### src/rtl/calc_pkg.sv
// Shared types and sizing constants for the calc_core arithmetic unit.
package calc_pkg;

   localparam int WIDTH = 10;
   localparam int ACC_W = 2 * WIDTH;
   localparam int REM_W = WIDTH + 1;
   localparam logic [3:0] ITER_LAST = 4'd9;

   typedef enum logic [1:0] {
      OP_ADD = 2'b00,
      OP_SUB = 2'b01,
      OP_MUL = 2'b10,
      OP_DIV = 2'b11
   } op_t;

   typedef enum logic [1:0] {
      IDLE   = 2'b00,
      ADDSUB = 2'b01,
      MUL    = 2'b10,
      DIV    = 2'b11
   } state_t;

endpackage

### src/rtl/calc_seq_unit.sv
// Iterative datapath shared by multiply (shift-add) and divide (restoring).
// The multiplier lives in the low half of acc and shifts out as the product
// shifts in from the top; for divide the low half holds dividend/quotient bits.
module calc_seq_unit
   import calc_pkg::*;
(
   input  logic             clock,
   input  logic             reset,
   input  logic             load,
   input  logic             load_div,
   input  logic [WIDTH-1:0] a,
   input  logic [WIDTH-1:0] b,
   input  logic             step,
   output logic             last,
   output logic [WIDTH-1:0] result,
   output logic             flag
);

   logic [ACC_W-1:0] acc;
   logic [REM_W-1:0] rem;
   logic [WIDTH-1:0] opnd;
   logic [3:0]       cnt;
   logic             mode_div;

   logic [WIDTH:0]   mul_sum;
   logic [ACC_W-1:0] mul_next;
   logic [REM_W:0]   div_shift;
   logic [REM_W+1:0] div_diff;
   logic             div_fit;
   logic [REM_W-1:0] rem_next;
   logic [WIDTH-1:0] quo_next;
   logic [ACC_W-1:0] acc_next;

   // One iteration's worth of next values; the core also registers these on the final edge.
   always_comb begin
      mul_sum   = {1'b0, acc[ACC_W-1:WIDTH]} + (acc[0] ? {1'b0, opnd} : '0);
      mul_next  = {mul_sum, acc[WIDTH-1:1]};
      div_shift = {rem, acc[WIDTH-1]};
      div_diff  = {1'b0, div_shift} - {{(REM_W + 2 - WIDTH){1'b0}}, opnd};
      div_fit   = (div_diff[REM_W+1:REM_W] == 2'b00);
      rem_next  = div_fit ? div_diff[REM_W-1:0] : div_shift[REM_W-1:0];
      quo_next  = {acc[WIDTH-2:0], div_fit};
      acc_next  = mode_div ? {acc[ACC_W-1:WIDTH], quo_next} : mul_next;
      last      = (cnt == ITER_LAST);
      result    = mode_div ? quo_next : mul_next[WIDTH-1:0];
      flag      = mode_div ? (opnd == '0) : (mul_next[ACC_W-1:WIDTH] != '0);
   end

   // Load operands on an accepted start, then advance one iteration per step.
   always_ff @(posedge clock) begin
      if (!reset) begin
         acc      <= '0;
         rem      <= '0;
         opnd     <= '0;
         cnt      <= '0;
         mode_div <= 1'b0;
      end else if (load) begin
         acc      <= {{WIDTH{1'b0}}, (load_div ? a : b)};
         opnd     <= load_div ? b : a;
         rem      <= '0;
         cnt      <= '0;
         mode_div <= load_div;
      end else if (step) begin
         acc <= acc_next;
         rem <= rem_next;
         if (!last) begin
            cnt <= cnt + 4'd1;
         end
      end
   end

endmodule

### src/rtl/calc_core.sv
// Four-operation unsigned calculator: single-cycle add/sub, ten-cycle mul/div.
module calc_core #(
   parameter int WIDTH = 10
) (
   input  logic             clock,
   input  logic             reset,
   input  logic             start,
   input  logic [1:0]       op,
   input  logic [WIDTH-1:0] a,
   input  logic [WIDTH-1:0] b,
   output logic [WIDTH-1:0] ans,
   output logic             done_calc,
   output logic             err,
   output logic             busy
);

   import calc_pkg::*;

   state_t           state;
   state_t           state_next;
   op_t              op_r;
   logic [WIDTH-1:0] a_r;
   logic [WIDTH-1:0] b_r;
   logic             load;
   logic             step;
   logic             seq_last;
   logic [WIDTH-1:0] seq_result;
   logic             seq_flag;
   logic [WIDTH:0]   add_sum;

   calc_seq_unit u_seq (
      .clock    (clock),
      .reset    (reset),
      .load     (load),
      .load_div (op_t'(op) == OP_DIV),
      .a        (a),
      .b        (b),
      .step     (step),
      .last     (seq_last),
      .result   (seq_result),
      .flag     (seq_flag)
   );

   assign busy    = (state != IDLE);
   assign add_sum = {1'b0, a_r} + {1'b0, b_r};

   // State register.
   always_ff @(posedge clock) begin
      if (!reset) begin
         state <= IDLE;
      end else begin
         state <= state_next;
      end
   end

   // Next-state logic; start is only looked at while idle.
   always_comb begin
      state_next = state;
      load       = 1'b0;
      step       = 1'b0;
      case (state)
         IDLE: begin
            if (start) begin
               load = 1'b1;
               case (op_t'(op))
                  OP_MUL:  state_next = MUL;
                  OP_DIV:  state_next = DIV;
                  default: state_next = ADDSUB;
               endcase
            end
         end
         ADDSUB: state_next = IDLE;
         default: begin
            step = 1'b1;
            if (seq_last) begin
               state_next = IDLE;
            end
         end
      endcase
   end

   // Capture the request operands so add/sub ignores later input changes.
   always_ff @(posedge clock) begin
      if (!reset) begin
         op_r <= OP_ADD;
         a_r  <= '0;
         b_r  <= '0;
      end else if (load) begin
         op_r <= op_t'(op);
         a_r  <= a;
         b_r  <= b;
      end
   end

   // Result registers: written only on an operation's final edge, otherwise held.
   always_ff @(posedge clock) begin
      if (!reset) begin
         ans       <= '0;
         err       <= 1'b0;
         done_calc <= 1'b0;
      end else begin
         done_calc <= 1'b0;
         if (state == ADDSUB) begin
            done_calc <= 1'b1;
            if (op_r == OP_SUB) begin
               ans <= a_r - b_r;
               err <= (a_r < b_r);
            end else begin
               ans <= add_sum[WIDTH-1:0];
               err <= add_sum[WIDTH];
            end
         end else if ((state == MUL || state == DIV) && seq_last) begin
            done_calc <= 1'b1;
            ans       <= seq_result;
            err       <= seq_flag;
         end
      end
   end

endmodule

### config.mk
export PLATFORM = sky130hd
export DESIGN_NAME = calc_core
export DESIGN_NICKNAME = d
export VERILOG_FILES = /design/src/rtl/calc_pkg.sv /design/src/rtl/calc_seq_unit.sv /design/src/rtl/calc_core.sv
export SDC_FILE = /design/constraint.sdc
export NUM_CORES = 1
export LEC_CHECK = 0
export ABC_CLOCK_PERIOD_IN_PS = 2600
export CAP_MARGIN = 20
export CORE_UTILIZATION = 54
export DETAILED_ROUTE_END_ITERATION = 10
export HOLD_SLACK_MARGIN = 0.05
export PLACE_DENSITY_LB_ADDON = 0.08
export SETUP_SLACK_MARGIN = 0.3
export SYNTH_ARGS = -nofsm -noshare
export SYNTH_HDL_FRONTEND = slang
export SYNTH_SLANG_ARGS = --single-unit
export TNS_END_PERCENT = 50
### constraint.sdc
create_clock -name clock -period 2.6 [get_ports clock]
set_clock_uncertainty 0.1 [all_clocks]
set_input_delay 0.26 -clock clock [delete_from_list [all_inputs] [get_ports clock]]
set_output_delay 0.26 -clock clock [all_outputs]
set_load 0.05 [all_outputs]
; Word level (Yosys, flattened, before mapping)
; Cells that the tools add are included.
[totals]
output_inout_bits = 13
reg_bits = 82
mem_bits_ro = 0
mem_bits_rw = 0
latch_bits = 0
mem_count = 0
elab_cells = 69
[classes]
n_bitwise = 4
shift = 0
n_eq_ne = 9
mux = 23
div = 0
n_reduce_logical = 14
addsub = 5
multipliers = 0
n_lt_le_gt_ge = 1
[op_table]
columns = op, n
row1 = 2-to-1 mux 10 bit, 10
row2 = adder 10 x 10 -> 11 bit, 2
row3 = subtractor 12 x 10 -> 13 bit, 1
row4 = 2-to-1 mux 11 bit, 1
row5 = logical NOT 10 bit, 1
row6 = < comparator 10 bit, 1
row7 = nonzero test 10 bit, 1
row8 = subtractor 10 bit, 1
row9 = equality test 2 bit (second input constant), 4
row10 = 2-to-1 mux 1 bit, 8
row11 = one-hot mux 2 bit (2 select lines), 2
row12 = AND reduction 2 bit, 3
row13 = adder 4 x 1 -> 4 bit (second input constant), 1
row14 = equality test 2 x 1 -> 1 bit (second input constant), 2
row15 = equality test 4 bit (second input constant), 1
row16 = logical NOT 2 bit, 2
row17 = 2-to-1 mux 2 bit, 2
row18 = inverter 1 bit, 4
row19 = nonzero test 2 bit, 2
row20 = OR reduction 2 bit, 2
row21 = nonzero test 3 bit, 1
row22 = != test 2 x 1 -> 1 bit (second input constant), 1
row23 = != test 2 bit (second input constant), 1
row24 = logical AND 1 bit, 1
row25 = logical OR 1 bit, 1

; Depth between registers and ports, before layout
[logic_depth]
word_depth = 6
depth_mapped = 12
depth_no_buf = 11

; By module
; Synthesis repeated with hierarchy kept, for this count alone.
[hier_totals]
hier_cells = 700
hier_area_um2 = 5620.4
[modules_own_cells]
columns = mod, seq_area_each_um2, area_each_um2, cells_each, instances
row1 = calc_seq_unit, 920.9, 3289.4, 403, 1
row2 = calc_core, 720.7, 2331.0, 297, 1

; Least setup slack after synthesis
; No wires, ideal clock.
[synth_timing]
path_kind = flip-flop to flip-flop
startpoint = reg u_seq.acc[0]
endpoint = reg err
arrival_ns = 2.213
setup_slack_ns = 0.160
setup_time_ns = 0.127
path_stages_with_launch = 13
t_required_ns = 2.373
cell_sequence = dfxtp_1 > clkbuf_1 > and2_1 > ha_1 > inv_1 > fa_1 > nand2b_1 > a21oi_1 > a21o_1 > a21oi_1 > xnor2_1 > nor3_1 > a31oi_1
[synth_between]
elab_chain_cells = 6
[synth_lines]
columns = element, line_no
row1 = from (decl), calc_seq_unit.sv:19  ; logic [ACC_W-1:0] acc;
row2 = from (signal assigned), calc_seq_unit.sv:58  ; acc <= {{WIDTH{1'b0}}, (load_div ? a : b)};
row3 = from (signal assigned), calc_seq_unit.sv:64  ; acc <= acc_next;
row4 = 2-to-1 mux 10 bit, calc_seq_unit.sv:36  ; mul_sum = {1'b0, acc[ACC_W-1:WIDTH]} + (acc[0] ? {1'b0, opnd} : '0);
row5 = adder 10 x 10 -> 11 bit, calc_seq_unit.sv:36
row6 = nonzero test 10 bit, calc_seq_unit.sv:46  ; flag = mode_div ? (opnd == '0) : (mul_next[ACC_W-1:WIDTH] != '0);
row7 = 2-to-1 mux 1 bit, calc_seq_unit.sv:46
row8 = 2-to-1 mux 1 bit, calc_core.sv:112  ; end else if ((state == MUL || state == DIV) && seq_last) begin
row9 = 2-to-1 mux 1 bit, calc_core.sv:103  ; if (state == ADDSUB) begin
row10 = to (signal assigned), calc_core.sv:107  ; err <= (a_r < b_r);
row11 = to (signal assigned), calc_core.sv:110  ; err <= add_sum[WIDTH];
row12 = to (signal assigned), calc_core.sv:115  ; err <= seq_flag;
row13 = to (decl), calc_core.sv:13  ; output logic err,
; No other way between the ends. The select of a mux whose other input is x is not followed.
; A chain may end at the register's enable or synchronous reset.

; Final worst setup path
[layout_timing]
startpoint = reg u_seq.opnd[2]
endpoint = reg err
[layout_between]
elab_chain_cells = 6
word_cells_on_any_way = 7
[layout_lines]
columns = element, line_no
row1 = from (decl), calc_seq_unit.sv:21  ; logic [WIDTH-1:0] opnd;
row2 = from (signal assigned), calc_seq_unit.sv:59  ; opnd <= load_div ? b : a;
row3 = 2-to-1 mux 10 bit, calc_seq_unit.sv:36
row4 = adder 10 x 10 -> 11 bit, calc_seq_unit.sv:36
row5 = nonzero test 10 bit, calc_seq_unit.sv:46
row6 = 2-to-1 mux 1 bit *, calc_seq_unit.sv:46
row7 = 2-to-1 mux 1 bit *, calc_core.sv:112
row8 = 2-to-1 mux 1 bit *, calc_core.sv:103
; Every way passes the cells marked *; elsewhere a longest branch is shown, timed or not. The select of a mux whose other input is x is not followed.

==> qor.csv <==
stage,metric,value,unit
flow_run,Max-Cap Viols,0,
synthesis,synthesized instance count,710,
timing,Fin Setup TNS,0,ns
floorplan,Die W,102,um
placement,placed cells,863,
timing,Min Hold Slack,0.371,ns
clocking,"Hold-fix buffers, CTS",0,
synthesis,Post-Syn Area per Cell,7.60,um2
synthesis,register area share after synthesis,0.304,
synthesis,Main synth FF type,dfxtp_1,
synthesis,Synth cell types,58,
cells_and_area,Finished Layout Cells,914,
pwr,power per standard cell area,545,nW/um2
clocking,CTS clock-pin slew for the worst setup and hold paths,0.09,ns
critical_path,CP dominant cell by count,a31oi_1,
timing,Fin. Hold Viols,0,
routing,drt total wl,16300,um
synthesis,Post-synth EDFFs,0,
timing,RSZ-0062 raised after global routing,true,
pwr,total power,3.73,mW
clocking,CTS tree,built,
pwr,Reg power frac,0.381,
pwr,Net Switching,1.25,mW
critical_path,ordered cell list for the critical path,"buf_4, and2_1, ha_1, o21ai_1, o21bai_1, a21o_1, a31oi_1, xnor2_1, nor3_2, a31oi_1",
critical_path,Critical path buffers and inverters,1,
pwr,Switching Share,0.334,
synthesis,synthesized area,5390,um2
routing,vias,5432,
pwr,clock power share,0.284,
synthesis,syn nets,781,
critical_path,Worst path slowest cell,dfxtp_4,
cells_and_area,fin area,6840,um2
pwr,leakage power,2.72,nW
placement,Port-buffer cells,37,
placement,dpl cell area,5990,um2
routing,routed len/inst,17.8,um
synthesis,#FFs+latches synth,82,
clocking,total CTS buffers,9,
critical_path,CP endpoint kind,flop,
grt,Tot GR Track Use,0.313,
grt,global-route wire length before repair,25200,um
placement,gp weighted congestion,0.935,
routing,DRC viols,0,
floorplan,die area,10400,um2
critical_path,max incr delay on CP,0.36,ns
routing,1st-iter DRT viols,282,
cells_and_area,Fill cells,830,
placement,pre-CTS setup slack,0.0398,ns
cells_and_area,NumNets Final,847,
pwr,Int Power,2.48,mW
placement,post-DP HPWL,10900,um
clocking,"Clk Latency, worst-skew pair",0.37,ns
timing,FMAX,413,MHz
clocking,H-Tree Depth,3,
floorplan,area of the core,9730,um2
critical_path,critical path required time,2.75,ns
critical_path,nature of the critical path startpoint,flop,
cells_and_area,Synth-to-Final Area Change,26.8,%
timing,relative slew slack,0.442,
floorplan,Core Rows,36,
floorplan,IO Pins,38,
critical_path,crit path kind,reg2reg,
clocking,clock root buffer master,clkbuf_8,
timing,Tmin final,2.42,ns
worst_hold_path,type of the worst min-delay path,reg2reg,
grt,gr ovfl total,0,
timing,final slew viol count,0,
timing,Final WS setup,0.179,ns
cells_and_area,Inserted Diodes,0,
critical_path,Critical Path AT,2.57,ns
synthesis,Syn. warnings,0,
grt,initial antenna violation count,0,
cells_and_area,proportion of layout cells with a drive suffix above 1,0.193,
outcome,run status,completed,
clocking,Max Root-Sink Buffers,2,
pwr,Peak VDD IR,280,uV
routing,Vias/cell,5.94,
grt,number of global-route vias before repair,5130,
synthesis,Async SR Flop Fraction,0,
critical_path,CP top delay family,compound AO/OA/AOI/OAI gates,
timing,final cycle utilization of the critical path,0.931,
grt,largest net degree at the start of global routing,53,
floorplan,Die H,102,um
critical_path,Worst Path Max Fanout,4,
timing,"Setup violations, final",0,
routing,antenna-violating nets left,0,
timing,worst slew pin tran,0.835,ns
clocking,Clock Sinks,82,
pwr,combinational share of power,0.335,
floorplan,initial core utilization,0.554,
routing,drt first pass iters,5,
cells_and_area,Util after Layout,0.703,
[per-layer routing]
layer / global-route usage / up-vias / part of all wire
met5: 0 / - / 0
met4: 0.0967 / 0 / 0.016
met3: 0.0274 / 38 / 0.062
met2: 0.533 / 208 / 0.47
met1: 0.420 / 2581 / 0.45
li1: - / 2605 / -
[layout make-up]
class                      instances  area (um2)  area share
multi-input combinational        545        3750       0.549
sequential                        82        1670       0.245
timing repair buffer              94         861       0.126
tap                              133         166      0.0243
inverter                          44         165      0.0242
clock buffer                      11         141      0.0207
clock inverter                     5        77.6      0.0113
[kinds of logic after synthesis]
| kind of cell | count (synthesis) | synth area share |
|---|---|---|
| AND/OR/NAND/NOR | 261 | 0.218 |
| AO/OA/AOI/OAI | 199 | 0.237 |
| buffers and inverters | 83 | 0.0613 |
| flip-flops | 82 | 0.304 |
| adder cells (fa/ha/maj) | 46 | 0.112 |
| XOR/XNOR | 23 | 0.0374 |
| multiplexers | 16 | 0.0297 |
[sequential cells by signal (all words and copies together) (netlist names), 2 cells and up]
signal / flops
u_seq.rem: 11
u_seq.cnt: 4
u_seq.opnd: 10
a_r: 10
b_r: 10
ans: 10
u_seq.acc: 20
op_r: 2
state: 2
[power groups by stage]
stage / combinational, mW / clock (mW) / sequential [mW]
floorplan: 0.675 / 0 / 1.44
global placement: 0.934 / 0 / 1.44
detailed placement: 0.949 / 0 / 1.44
CTS: 1.13 / 1.06 / 1.41
global route: 1.35 / 1.12 / 1.43
finish: 1.25 / 1.06 / 1.42
[repair_timing]
item	4_1_cts	5_1_grt
pin swaps	23	32
resized for setup	43	53
setup buffers	30	5
endpoints found under the setup margin	20	25
[tightest hold or removal path, cell delays in order, from the launching register on]
cell and delay, ns:
dfxtp_1 0.32, nand2_1 0.05, a21oi_1 0.05
[synthesized netlist by cell type, types with 4 or more instances]
cell type  number  area share
a211oi_1       11       0.015
a21o_1          5      0.0070
a21oi_1        76       0.071
a311oi_1       14       0.023
a31oi_1        10       0.012
and2_1         15       0.017
clkbuf_1       35       0.024
dfxtp_1        82        0.30
fa_1            4       0.015
ha_1           42       0.097
inv_1          44       0.031
mux2i_1        16       0.030
nand2_1       129       0.090
nand2b_1        8      0.0093
nand3_1        11       0.010
nand4_1         6      0.0070
nor2_1         57       0.040
nor2b_1        10       0.012
nor3_1          8      0.0074
o211ai_1       10       0.014
o21a_1          8       0.011
o21ai_0        29       0.027
o22ai_1         4      0.0046
o31ai_1         4      0.0056
xnor2_1        16       0.026
xor2_1          7       0.011
[path summary, 6_finish.rpt]
kind	startpoint	endpoint	slack [ns]	depth (start not counted)
worst max register to register	u_seq.opnd[2]	err	0.18	10
worst max-delay path	u_seq.opnd[2]	err	0.18	10
worst min register to register	u_seq.acc[18]	u_seq.acc[18]	0.37	2
worst min-delay path	u_seq.acc[18]	u_seq.acc[18]	0.37	2
[placed cells by master, fill, tap and decap left out, types with 7 or more instances in the layout]
cell type	netlist	final
nor2b_1	10	7
nor2_1	57	55
a31oi_1	10	9
nand2b_1	8	7
o21a_1	8	8
nor3_1	8	7
ha_4	0	9
nand3_1	11	11
a311oi_1	14	14
mux2i_1	16	16
buf_4	0	46
ha_1	42	30
xnor2_1	16	15
dfxtp_2	0	8
dfxtp_1	82	68
clkbuf_8	0	10
o211ai_1	10	10
and2_1	15	13
nand2_1	129	128
inv_1	44	38
xor2_1	7	7
clkdlybuf4s50_1	0	36
buf_6	0	8
o21ai_0	29	24
a21oi_1	76	68
(Power assumes the default switching activity.)
